File: config.mk
export PLATFORM = sky130hd
export DESIGN_NAME = des_engine_scheduler_flat
export DESIGN_NICKNAME = d
export VERILOG_FILES = /design/src/rtl/des_engine_scheduler_if.sv /design/src/rtl/des_engine_scheduler.sv /design/src/flat_wrapper.sv
export SDC_FILE = /design/constraint.sdc
export NUM_CORES = 1
export LEC_CHECK = 0
export CAP_MARGIN = 20
export CORE_AREA = 2 2 309 311
export DETAILED_ROUTE_END_ITERATION = 16
export DIE_AREA = 0 0 311 313
export PLACE_DENSITY = 0.32
export SLEW_MARGIN = 5
export SYNTH_ARGS = -nofsm -noshare
export SYNTH_HDL_FRONTEND = slang
export SYNTH_SLANG_ARGS = --single-unit
File: constraint.sdc
create_clock -name clk -period 6.62 [get_ports clk]
set_clock_uncertainty 0.15 [all_clocks]
set_input_delay 1.655 -clock clk [delete_from_list [all_inputs] [get_ports clk]]
set_output_delay 1.655 -clock clk [all_outputs]
set_load 0.01 [all_outputs]
File: src/rtl/des_engine_scheduler_if.sv
// Bus bundle between the requesters, the DES engine and the response consumer.
// master: the scheduler side (drives grants, engine controls and responses).
// slave:  the environment side (requesters, engine and response consumer).
// Signals:
//   req_valid_din / req_ready_dout          per-requester valid / one-hot grant
//   req_plaintext_din / req_key_din         NUM_REQ x 64-bit, requester i at [64i : 64i+63]
//   start_strobe_dout, plaintext_dout,
//   key_dout                                engine start pulse and operands
//   done_strobe_din, ciphertext_din         engine completion pulse and result
//   resp_valid_dout / resp_ready_din        response handshake
//   resp_id_dout, resp_ciphertext_dout,
//   resp_error_dout                         response payload
//   busy_dout, jobs_done_dout               status
interface des_engine_scheduler_if #(
    parameter int unsigned NUM_REQ = 4,
    parameter int unsigned ID_W    = 2
);
    localparam int unsigned BLK_W  = 64;
    localparam int unsigned JOBS_W = 16;

    logic [NUM_REQ-1:0]         req_valid_din;
    logic [0:NUM_REQ*BLK_W-1]   req_plaintext_din;
    logic [0:NUM_REQ*BLK_W-1]   req_key_din;
    logic [NUM_REQ-1:0]         req_ready_dout;
    logic                       start_strobe_dout;
    logic [0:BLK_W-1]           plaintext_dout;
    logic [0:BLK_W-1]           key_dout;
    logic                       done_strobe_din;
    logic [0:BLK_W-1]           ciphertext_din;
    logic                       resp_valid_dout;
    logic                       resp_ready_din;
    logic [ID_W-1:0]            resp_id_dout;
    logic [0:BLK_W-1]           resp_ciphertext_dout;
    logic                       resp_error_dout;
    logic                       busy_dout;
    logic [JOBS_W-1:0]          jobs_done_dout;

    modport master (
        input  req_valid_din, req_plaintext_din, req_key_din,
        output req_ready_dout,
        output start_strobe_dout, plaintext_dout, key_dout,
        input  done_strobe_din, ciphertext_din,
        output resp_valid_dout,
        input  resp_ready_din,
        output resp_id_dout, resp_ciphertext_dout, resp_error_dout,
        output busy_dout, jobs_done_dout
    );

    modport slave (
        output req_valid_din, req_plaintext_din, req_key_din,
        input  req_ready_dout,
        input  start_strobe_dout, plaintext_dout, key_dout,
        output done_strobe_din, ciphertext_din,
        input  resp_valid_dout,
        output resp_ready_din,
        input  resp_id_dout, resp_ciphertext_dout, resp_error_dout,
        input  busy_dout, jobs_done_dout
    );
endinterface

File: src/rtl/des_engine_scheduler.sv
// Round-robin scheduler sharing one DES engine among NUM_REQ requesters.
// Grants one requester, pulses the engine start, waits for done (or the
// watchdog), then returns the tagged ciphertext on the response channel.
// Ports:
//   clk    rising-edge clock
//   reset  synchronous, active-high reset
//   bus    des_engine_scheduler_if.master (requests, engine, response, status)
module des_engine_scheduler #(
    parameter int unsigned NUM_REQ = 4,
    parameter int unsigned ID_W    = 2,
    parameter int unsigned TIMEOUT = 32
) (
    input  logic                  clk,
    input  logic                  reset,
    des_engine_scheduler_if.master bus
);
    localparam int unsigned BLK_W  = 64;
    localparam int unsigned JOBS_W = 16;
    localparam int unsigned CNT_W  = $clog2(TIMEOUT);

    typedef enum logic [1:0] {
        IDLE    = 2'd0,
        ISSUE   = 2'd1,
        WAIT    = 2'd2,
        DELIVER = 2'd3
    } state_t;

    state_t              state_q;
    state_t              state_d;

    logic [ID_W-1:0]     rr_ptr_q;
    logic [CNT_W-1:0]    cnt_q;
    logic [0:BLK_W-1]    pt_q;
    logic [0:BLK_W-1]    key_q;
    logic [ID_W-1:0]     id_q;
    logic [0:BLK_W-1]    ct_q;
    logic                err_q;
    logic                start_q;
    logic                busy_q;
    logic                resp_valid_q;
    logic [JOBS_W-1:0]   jobs_q;

    logic [ID_W-1:0]     cand;
    logic [ID_W-1:0]     grant_idx;
    logic                grant_vld;
    logic                xfer;
    logic                wd_expire;
    logic [NUM_REQ-1:0]  req_ready;

    // Round-robin search starting at rr_ptr, first valid requester wins.
    always_comb begin
        cand      = '0;
        grant_idx = '0;
        grant_vld = 1'b0;
        for (int unsigned k = 0; k < NUM_REQ; k++) begin
            cand = ID_W'((32'(rr_ptr_q) + k) % NUM_REQ);
            if (!grant_vld && bus.req_valid_din[cand]) begin
                grant_idx = cand;
                grant_vld = 1'b1;
            end
        end
    end

    // Grant is only offered in IDLE and never while reset is asserted.
    assign xfer      = (state_q == IDLE) && grant_vld && !reset;
    assign wd_expire = (cnt_q == CNT_W'(TIMEOUT - 1));

    // One-hot ready on the granted requester.
    always_comb begin
        req_ready = '0;
        if (xfer) begin
            req_ready[grant_idx] = 1'b1;
        end
    end

    // Next-state logic.
    always_comb begin
        state_d = state_q;
        case (state_q)
            IDLE: begin
                if (xfer) begin
                    state_d = ISSUE;
                end
            end
            ISSUE: begin
                state_d = WAIT;
            end
            WAIT: begin
                if (bus.done_strobe_din || wd_expire) begin
                    state_d = DELIVER;
                end
            end
            DELIVER: begin
                if (bus.resp_ready_din) begin
                    state_d = IDLE;
                end
            end
            default: begin
                state_d = IDLE;
            end
        endcase
    end

    // State register.
    always_ff @(posedge clk) begin
        if (reset) begin
            state_q <= IDLE;
        end else begin
            state_q <= state_d;
        end
    end

    // Datapath and registered outputs; flags track the upcoming state.
    always_ff @(posedge clk) begin
        if (reset) begin
            rr_ptr_q     <= '0;
            cnt_q        <= '0;
            pt_q         <= '0;
            key_q        <= '0;
            id_q         <= '0;
            ct_q         <= '0;
            err_q        <= 1'b0;
            start_q      <= 1'b0;
            busy_q       <= 1'b0;
            resp_valid_q <= 1'b0;
            jobs_q       <= '0;
        end else begin
            start_q      <= (state_d == ISSUE);
            busy_q       <= (state_d != IDLE);
            resp_valid_q <= (state_d == DELIVER);

            if (xfer) begin
                pt_q     <= bus.req_plaintext_din[32'(grant_idx)*BLK_W +: BLK_W];
                key_q    <= bus.req_key_din[32'(grant_idx)*BLK_W +: BLK_W];
                id_q     <= grant_idx;
                rr_ptr_q <= ID_W'((32'(grant_idx) + 1) % NUM_REQ);
            end

            case (state_q)
                ISSUE: begin
                    cnt_q <= '0;
                end
                WAIT: begin
                    // A done in the expiry cycle still delivers the result.
                    if (bus.done_strobe_din) begin
                        ct_q  <= bus.ciphertext_din;
                        err_q <= 1'b0;
                    end else if (wd_expire) begin
                        ct_q  <= '0;
                        err_q <= 1'b1;
                    end else begin
                        cnt_q <= cnt_q + CNT_W'(1);
                    end
                end
                DELIVER: begin
                    if (bus.resp_ready_din) begin
                        jobs_q <= jobs_q + JOBS_W'(1);
                    end
                end
                default: begin
                end
            endcase
        end
    end

    assign bus.req_ready_dout       = req_ready;
    assign bus.start_strobe_dout    = start_q;
    assign bus.plaintext_dout       = pt_q;
    assign bus.key_dout             = key_q;
    assign bus.resp_valid_dout      = resp_valid_q;
    assign bus.resp_id_dout         = id_q;
    assign bus.resp_ciphertext_dout = ct_q;
    assign bus.resp_error_dout      = err_q;
    assign bus.busy_dout            = busy_q;
    assign bus.jobs_done_dout       = jobs_q;

endmodule

File: src/flat_wrapper.sv
// flat-port wrapper written by rule: the top's interface ports become plain ports
module des_engine_scheduler_flat 
#(
    parameter int unsigned NUM_REQ = 4,
    parameter int unsigned ID_W    = 2,
    parameter int unsigned TIMEOUT = 32
)
  (clk, reset, bus_req_valid_din, bus_req_plaintext_din, bus_req_key_din, bus_req_ready_dout, bus_start_strobe_dout, bus_plaintext_dout, bus_key_dout, bus_done_strobe_din, bus_ciphertext_din, bus_resp_valid_dout, bus_resp_ready_din, bus_resp_id_dout, bus_resp_ciphertext_dout, bus_resp_error_dout, bus_busy_dout, bus_jobs_done_dout);
  des_engine_scheduler_if #(.NUM_REQ(NUM_REQ), .ID_W(ID_W)) bus_i ();
  input  logic clk;
  input  logic reset;
  input wire logic [$bits(bus_i.req_valid_din)-1:0] bus_req_valid_din;
  input wire logic [$bits(bus_i.req_plaintext_din)-1:0] bus_req_plaintext_din;
  input wire logic [$bits(bus_i.req_key_din)-1:0] bus_req_key_din;
  output wire logic [$bits(bus_i.req_ready_dout)-1:0] bus_req_ready_dout;
  output wire logic [$bits(bus_i.start_strobe_dout)-1:0] bus_start_strobe_dout;
  output wire logic [$bits(bus_i.plaintext_dout)-1:0] bus_plaintext_dout;
  output wire logic [$bits(bus_i.key_dout)-1:0] bus_key_dout;
  input wire logic [$bits(bus_i.done_strobe_din)-1:0] bus_done_strobe_din;
  input wire logic [$bits(bus_i.ciphertext_din)-1:0] bus_ciphertext_din;
  output wire logic [$bits(bus_i.resp_valid_dout)-1:0] bus_resp_valid_dout;
  input wire logic [$bits(bus_i.resp_ready_din)-1:0] bus_resp_ready_din;
  output wire logic [$bits(bus_i.resp_id_dout)-1:0] bus_resp_id_dout;
  output wire logic [$bits(bus_i.resp_ciphertext_dout)-1:0] bus_resp_ciphertext_dout;
  output wire logic [$bits(bus_i.resp_error_dout)-1:0] bus_resp_error_dout;
  output wire logic [$bits(bus_i.busy_dout)-1:0] bus_busy_dout;
  output wire logic [$bits(bus_i.jobs_done_dout)-1:0] bus_jobs_done_dout;
  assign bus_i.req_valid_din = bus_req_valid_din;
  assign bus_i.req_plaintext_din = bus_req_plaintext_din;
  assign bus_i.req_key_din = bus_req_key_din;
  assign bus_req_ready_dout = bus_i.req_ready_dout;
  assign bus_start_strobe_dout = bus_i.start_strobe_dout;
  assign bus_plaintext_dout = bus_i.plaintext_dout;
  assign bus_key_dout = bus_i.key_dout;
  assign bus_i.done_strobe_din = bus_done_strobe_din;
  assign bus_i.ciphertext_din = bus_ciphertext_din;
  assign bus_resp_valid_dout = bus_i.resp_valid_dout;
  assign bus_i.resp_ready_din = bus_resp_ready_din;
  assign bus_resp_id_dout = bus_i.resp_id_dout;
  assign bus_resp_ciphertext_dout = bus_i.resp_ciphertext_dout;
  assign bus_resp_error_dout = bus_i.resp_error_dout;
  assign bus_busy_dout = bus_i.busy_dout;
  assign bus_jobs_done_dout = bus_i.jobs_done_dout;
  des_engine_scheduler #(.NUM_REQ(NUM_REQ), .ID_W(ID_W), .TIMEOUT(TIMEOUT)) u_core (.clk(clk), .reset(reset), .bus(bus_i));
endmodule
Yosys cells after proc, flatten, opt, wreduce, memory -nomap -nowiden
Index checks and enable logic that the tools add are counted.
Widths: inputs -> output; s select.
{"block": "classes", "n_reduce_logical": 18, "order_cmp": 6, "eq_ne": 8, "shift": 2, "bitwise": 1, "add_sub_neg": 6, "muxes": 30}
{"operator": "$shiftx 256x33->257", "n": 2}
{"operator": "$mux 64", "n": 2}
{"operator": "$not 8->33", "n": 1}
{"operator": "$add 16x1->16 const B", "n": 1}
{"operator": "$lt 2x3->1 const B", "n": 5}
{"operator": "$mux 2", "n": 7}
{"operator": "$mux 1", "n": 11}
{"operator": "$mux 5", "n": 2}
{"operator": "$pmux 5 s2", "n": 1}
{"operator": "$bmux 1 s2", "n": 4}
{"operator": "$pmux 2 s4", "n": 1}
{"operator": "$eq 2x2->1 const B", "n": 3}
{"operator": "$logic_and 1x1->1", "n": 6}
{"operator": "$reduce_bool 2->1", "n": 3}
{"operator": "$add 5x1->5 const B", "n": 1}
{"operator": "$eq 5x5->1 const B", "n": 1}
{"operator": "$add 2x1->2 const B", "n": 2}
{"operator": "$add 2x2->2 const B", "n": 2}
{"operator": "$eq 2x1->1 const B", "n": 2}
{"operator": "$logic_not 1->1", "n": 4}
{"operator": "$mux 4", "n": 1}
{"operator": "$ne 2x2->1 const B", "n": 2}
{"operator": "$reduce_and 2->1", "n": 2}
{"operator": "$reduce_and 3->1", "n": 1}
{"operator": "4 further kinds", "n": 4}
{"block": "word_totals", "input_bits": 584, "word_cells": 83, "reg_bits": 223}

Logic depth before layout (Yosys ltp)
{"block": "depth", "ltp_word": 17, "ltp_mapped": 9, "ltp_nobuf": 8}

Least setup slack after synthesis
Ideal clock, no wire load.
{"block": "synth_timing", "path_kind": "input to output", "start": "input bus_req_valid_din[2]", "end": "output bus_req_ready_dout[3]", "slack_ps": 1887, "t_arrival_ps": 2928, "cell_stages": 8, "cell_sequence": "nor2b_1 -> a311o_2 -> nand2_2 -> inv_2 -> buf_6 -> buf_4 -> ha_1 -> and2_1"}
{"block": "synth_via", "elab_chain_cells": 17, "elab_cells_between_ends": 30, "classes_between": "order compare (2); mux (19); reduce/logical (9)"}
{"element": "start, declared", "line_no": "flat_wrapper.sv:12", "rtl": "input wire logic [$bits(bus_i.req_valid_din)-1:0] bus_req_valid_din;"}
{"element": "$bmux 1 s2", "line_no": "des_engine_scheduler.sv:57", "rtl": "if (!grant_vld && bus.req_valid_din[cand]) begin"}
{"element": "$mux 1 (not written as such)", "line_no": "des_engine_scheduler.sv:57"}
{"element": "$mux 1", "line_no": "des_engine_scheduler.sv:57"}
{"element": "$logic_not 1->1", "line_no": "des_engine_scheduler.sv:57"}
{"element": "$logic_and 1x1->1", "line_no": "des_engine_scheduler.sv:57"}
{"element": "$mux 1", "line_no": "des_engine_scheduler.sv:57"}
{"element": "$logic_not 1->1", "line_no": "des_engine_scheduler.sv:57"}
{"element": "$logic_and 1x1->1", "line_no": "des_engine_scheduler.sv:57"}
{"element": "[2 not listed]"}
{"element": "$logic_and 1x1->1", "line_no": "des_engine_scheduler.sv:57"}
{"element": "$mux 2 (*)", "line_no": "des_engine_scheduler.sv:57"}
{"element": "net u_core.grant_idx[1]", "line_no": "des_engine_scheduler.sv:44", "rtl": "logic [ID_W-1:0] grant_idx;"}
{"element": "$lt 2x3->1 (not written as such) or $ge 2x1->1 (tied branches)", "line_no": "des_engine_scheduler.sv:72", "rtl": "req_ready[grant_idx] = 1'b1;"}
{"element": "$logic_and 1x1->1 (not written as such)", "line_no": "des_engine_scheduler.sv:72"}
{"element": "$mux 1 (not written as such)", "line_no": "des_engine_scheduler.sv:72"}
{"element": "$demux 1 s2 (*)"}
{"element": "$mux 4 (*)", "line_no": "des_engine_scheduler.sv:71", "rtl": "if (xfer) begin"}
{"element": "end, declared", "line_no": "flat_wrapper.sv:15", "rtl": "output wire logic [$bits(bus_i.req_ready_dout)-1:0] bus_req_ready_dout;"}
The timed path passes the listed nets; every way through them passes the cells marked *. The select of a mux whose other input is x is not followed.

Final worst setup path
{"block": "layout_timing", "start": "input bus_req_valid_din[2]", "end": "output bus_req_ready_dout[1]"}
Same word-level chain as after synthesis.

==> flow_summary.json <==
{
  "fin_tns_setup_ns": 0,
  "layout_commonest_cell": "clkdlybuf4s50_1",
  "synth.area.top_cells": "dfxtp_1, mux2i_1, a21boi_0, o211ai_1, and3_1",
  "yosysWarnings": 0,
  "swShare_pct": 33.70,
  "syn_nets": 1988,
  "seqPwrFrac_pct": 30.2,
  "core_area_sq_um": 94160,
  "fmax_ghz": 0.1719,
  "rows": 113,
  "ctsHoldBuffers": 0,
  "synthesis.area_sq_um": 11820,
  "overflow": 0,
  "dieArea_sq_um": 97340,
  "cts-resized-gates": 0,
  "power_density_nw_per_um2": 251.1,
  "p_comb_share_pct": 35.4,
  "htreeDepth": 2,
  "maxSlewViolCount": 0,
  "wl_um": 77440,
  "post_drt_via_cell_ratio": 3.994,
  "drcViolationCount": 0,
  "setup_violations": 0,
  "cts.sinks": 223,
  "end_kind": "primary output",
  "synth_top_cell_area_share_pct": 37.76,
  "regArea_sq_um": 4464,
  "rsz0062_at_grt": "false",
  "min_period_ns": 5.817,
  "post-dp-hpwl_um": 57460,
  "avgRoutedWirePerCell_um": 22.73,
  "grt_pass1_wl_um": 107200,
  "hold_class": "reg2reg",
  "stdcell_count": 3407,
  "drive_gt1_share_pct": 3.801,
  "synthToLayoutAreaGrowth_pct": 87.50,
  "outcome": "finished clean",
  "ys_seq_area_share_pct": 37.76,
  "multi_input_area_sq_um": 6703,
  "crit_fanout": 6,
  "nets": 2703,
  "ys_types": 42,
  "cts_setup_buffers": 0,
  "initial_core_util_pct": 12.56,
  "ir_worst_vdd_uv": 144.3,
  "r2r-start": "u_core.rr_ptr_q[0]",
  "vias": 13609,
  "dieWidth_um": 311,
  "start_kind": "primary input",
  "routabilityCongestion": 0.8406,
  "cellLeakagePower_nw": 8.017,
  "ant_nets": 0,
  "grt_pass1_vias": 14038,
  "post_synth.cell_area_avg_sq_um": 8.464,
  "switching_power_mw": 1.877,
  "synthesis.instances": 1397,
  "pwr-share-clk_pct": 34.4,
  "cts_tree": "yes",
  "finalCritPeriodShare_pct": 87.87,
  "grt_max_degree": 175,
  "die_y_um": 313,
  "max_cap_violations": 0,
  "drtIter0Drc": 531,
  "required_ns": 4.82,
  "clk_path_buf_depth": 3,
  "dp_cells": 3339,
  "cts_buffers": 36,
  "ys_ff_latch": 223,
  "p_int_mw": 3.691,
  "tightest_slew_ns": 1.102,
  "grt_usage_pct": 15.11,
  "antenna_found_initial": 25,
  "cp.arrival_ns": 4.01,
  "max_slew_margin_pct": 26.55,
  "io_buffer_count": 801,
  "cts_root_buf": "clkbuf_16",
  "dr.pass1.iters": 5,
  "hold_start": "u_core.bus.resp_error_dout",
  "clk_pin_slew_ns": 0.05,
  "worstSkewPairLatency_ns": 0.55,
  "io_pins": 802,
  "yosys.area.top_type": "dfxtp_1",
  "hold_violations": 0,
  "final_cell_mix": "clkdlybuf4s50_1, dfxtp_1, nand2_1",
  "nFillCells": 10360,
  "cp-startpoint": "bus_req_valid_din[2]",
  "path_class": "in2out"
}
==> flip-flops by register name (all words and copies together) (netlist names) <==
signal,flops
u_core.rr_ptr_q,2
u_core.state_q,2
u_core.bus.start_strobe_dout,1
u_core.bus.jobs_done_dout,16
u_core.bus.busy_dout,1
u_core.bus.resp_ciphertext_dout,64
u_core.bus.plaintext_dout,64
u_core.bus.resp_error_dout,1
u_core.cnt_q,5
u_core.bus.resp_valid_dout,1
u_core.bus.resp_id_dout,2
u_core.bus.key_dout,64
==> stage by stage <==
step,utilization (%),hold WS (ns),cell area [sq um],power [mW],setup slack (ns)
floorplan,-,0.3022,11820,2.569,1.887
global placement,22.28,0.2979,20980,3.714,0.7733
detailed placement,22.28,0.2994,20980,3.721,0.7853
CTS,23.52,0.3109,22140,5.732,0.7792
global route,23.54,0.3470,22170,5.896,0.7128
finish,23.54,0.3106,22170,5.568,0.8029
==> worst paths after layout <==
check,to,slack [ns],cells after the start
worst min-delay path,u_core.bus.resp_error_dout,0.31,2
worst max-delay path,bus_req_ready_dout[1],0.80,8
worst min register to register,u_core.bus.resp_error_dout,0.31,2
worst max register to register,u_core.bus.plaintext_dout[38],3.45,8
==> cell families (layout without fill, tap and decap cells) <==
group,count (synthesis),in the layout,synth area share (%)
DFF,223,223,37.76
other,0,11,0
xor gates and xnor gates,14,14,1.037
AOI/OAI and AO/OA,466,466,26.65
buffers and inverters,148,882,5.905
adders and majority gates,7,7,0.7407
and+or+nand+nor,408,408,16.83
muxes,131,131,11.09
==> area by class of cell <==
cell class                 count  area share (%)
clock buffer                  51           4.724
antenna                       11          0.1242
inverter                       9          0.1862
multi-input combinational   1026           30.23
clock inverter                 6          0.5249
tap                         1265           7.139
timing repair buffer         816           36.93
sequential                   223           20.14
==> routing by layer <==
metal,vias up,global-route usage [%],routed length (um)
met4,16,5.369,2337
li1,6514,-,-
met3,110,4.334,5432
met5,-,0,100
met2,522,26.23,38200
met1,6447,17.70,31370
==> worst max-delay path, cell delays in order <==
cell	delay, ns
clkdlybuf4s50_1	0.47
nor2b_1	0.18
o21a_1	0.22
or3_1	0.50
inv_1	0.14
ha_1	0.15
and2_1	0.15
clkdlybuf4s50_1	0.55
==> power by group through the flow <==
stage          clock network, mW  registers (mW)  logic (mW)
2_1_floorplan                  0            1.77       0.797
3_3_place_gp                   0            1.70        2.01
5_1_grt                     2.06            1.70        2.13
4_1_cts                     2.03            1.68        2.03
3_5_place_dp                   0            1.70        2.02
6_report                    1.92            1.68        1.97
==> cell usage after synthesis, drive strengths merged <==
cell,number
a211oi,1
or2,1
buf,71
a31o,1
inv,9
or4,1
dfxtp,223
o21a,1
a22oi,64
ha,7
o21ai,134
mux2i,131
a21boi,128
a311o,1
nor4,3
or3,3
and4,1
nand4,6
o211ai,128
nand2b,4
clkbuf,68
nand3,6
xor2,6
and2,6
a21oi,7
nand3b,2
nor2b,7
and3,131
nand2,139
nor2,90
a21o,1
nor3,8
xnor2,8
Power figures use the tool's default switching activity.
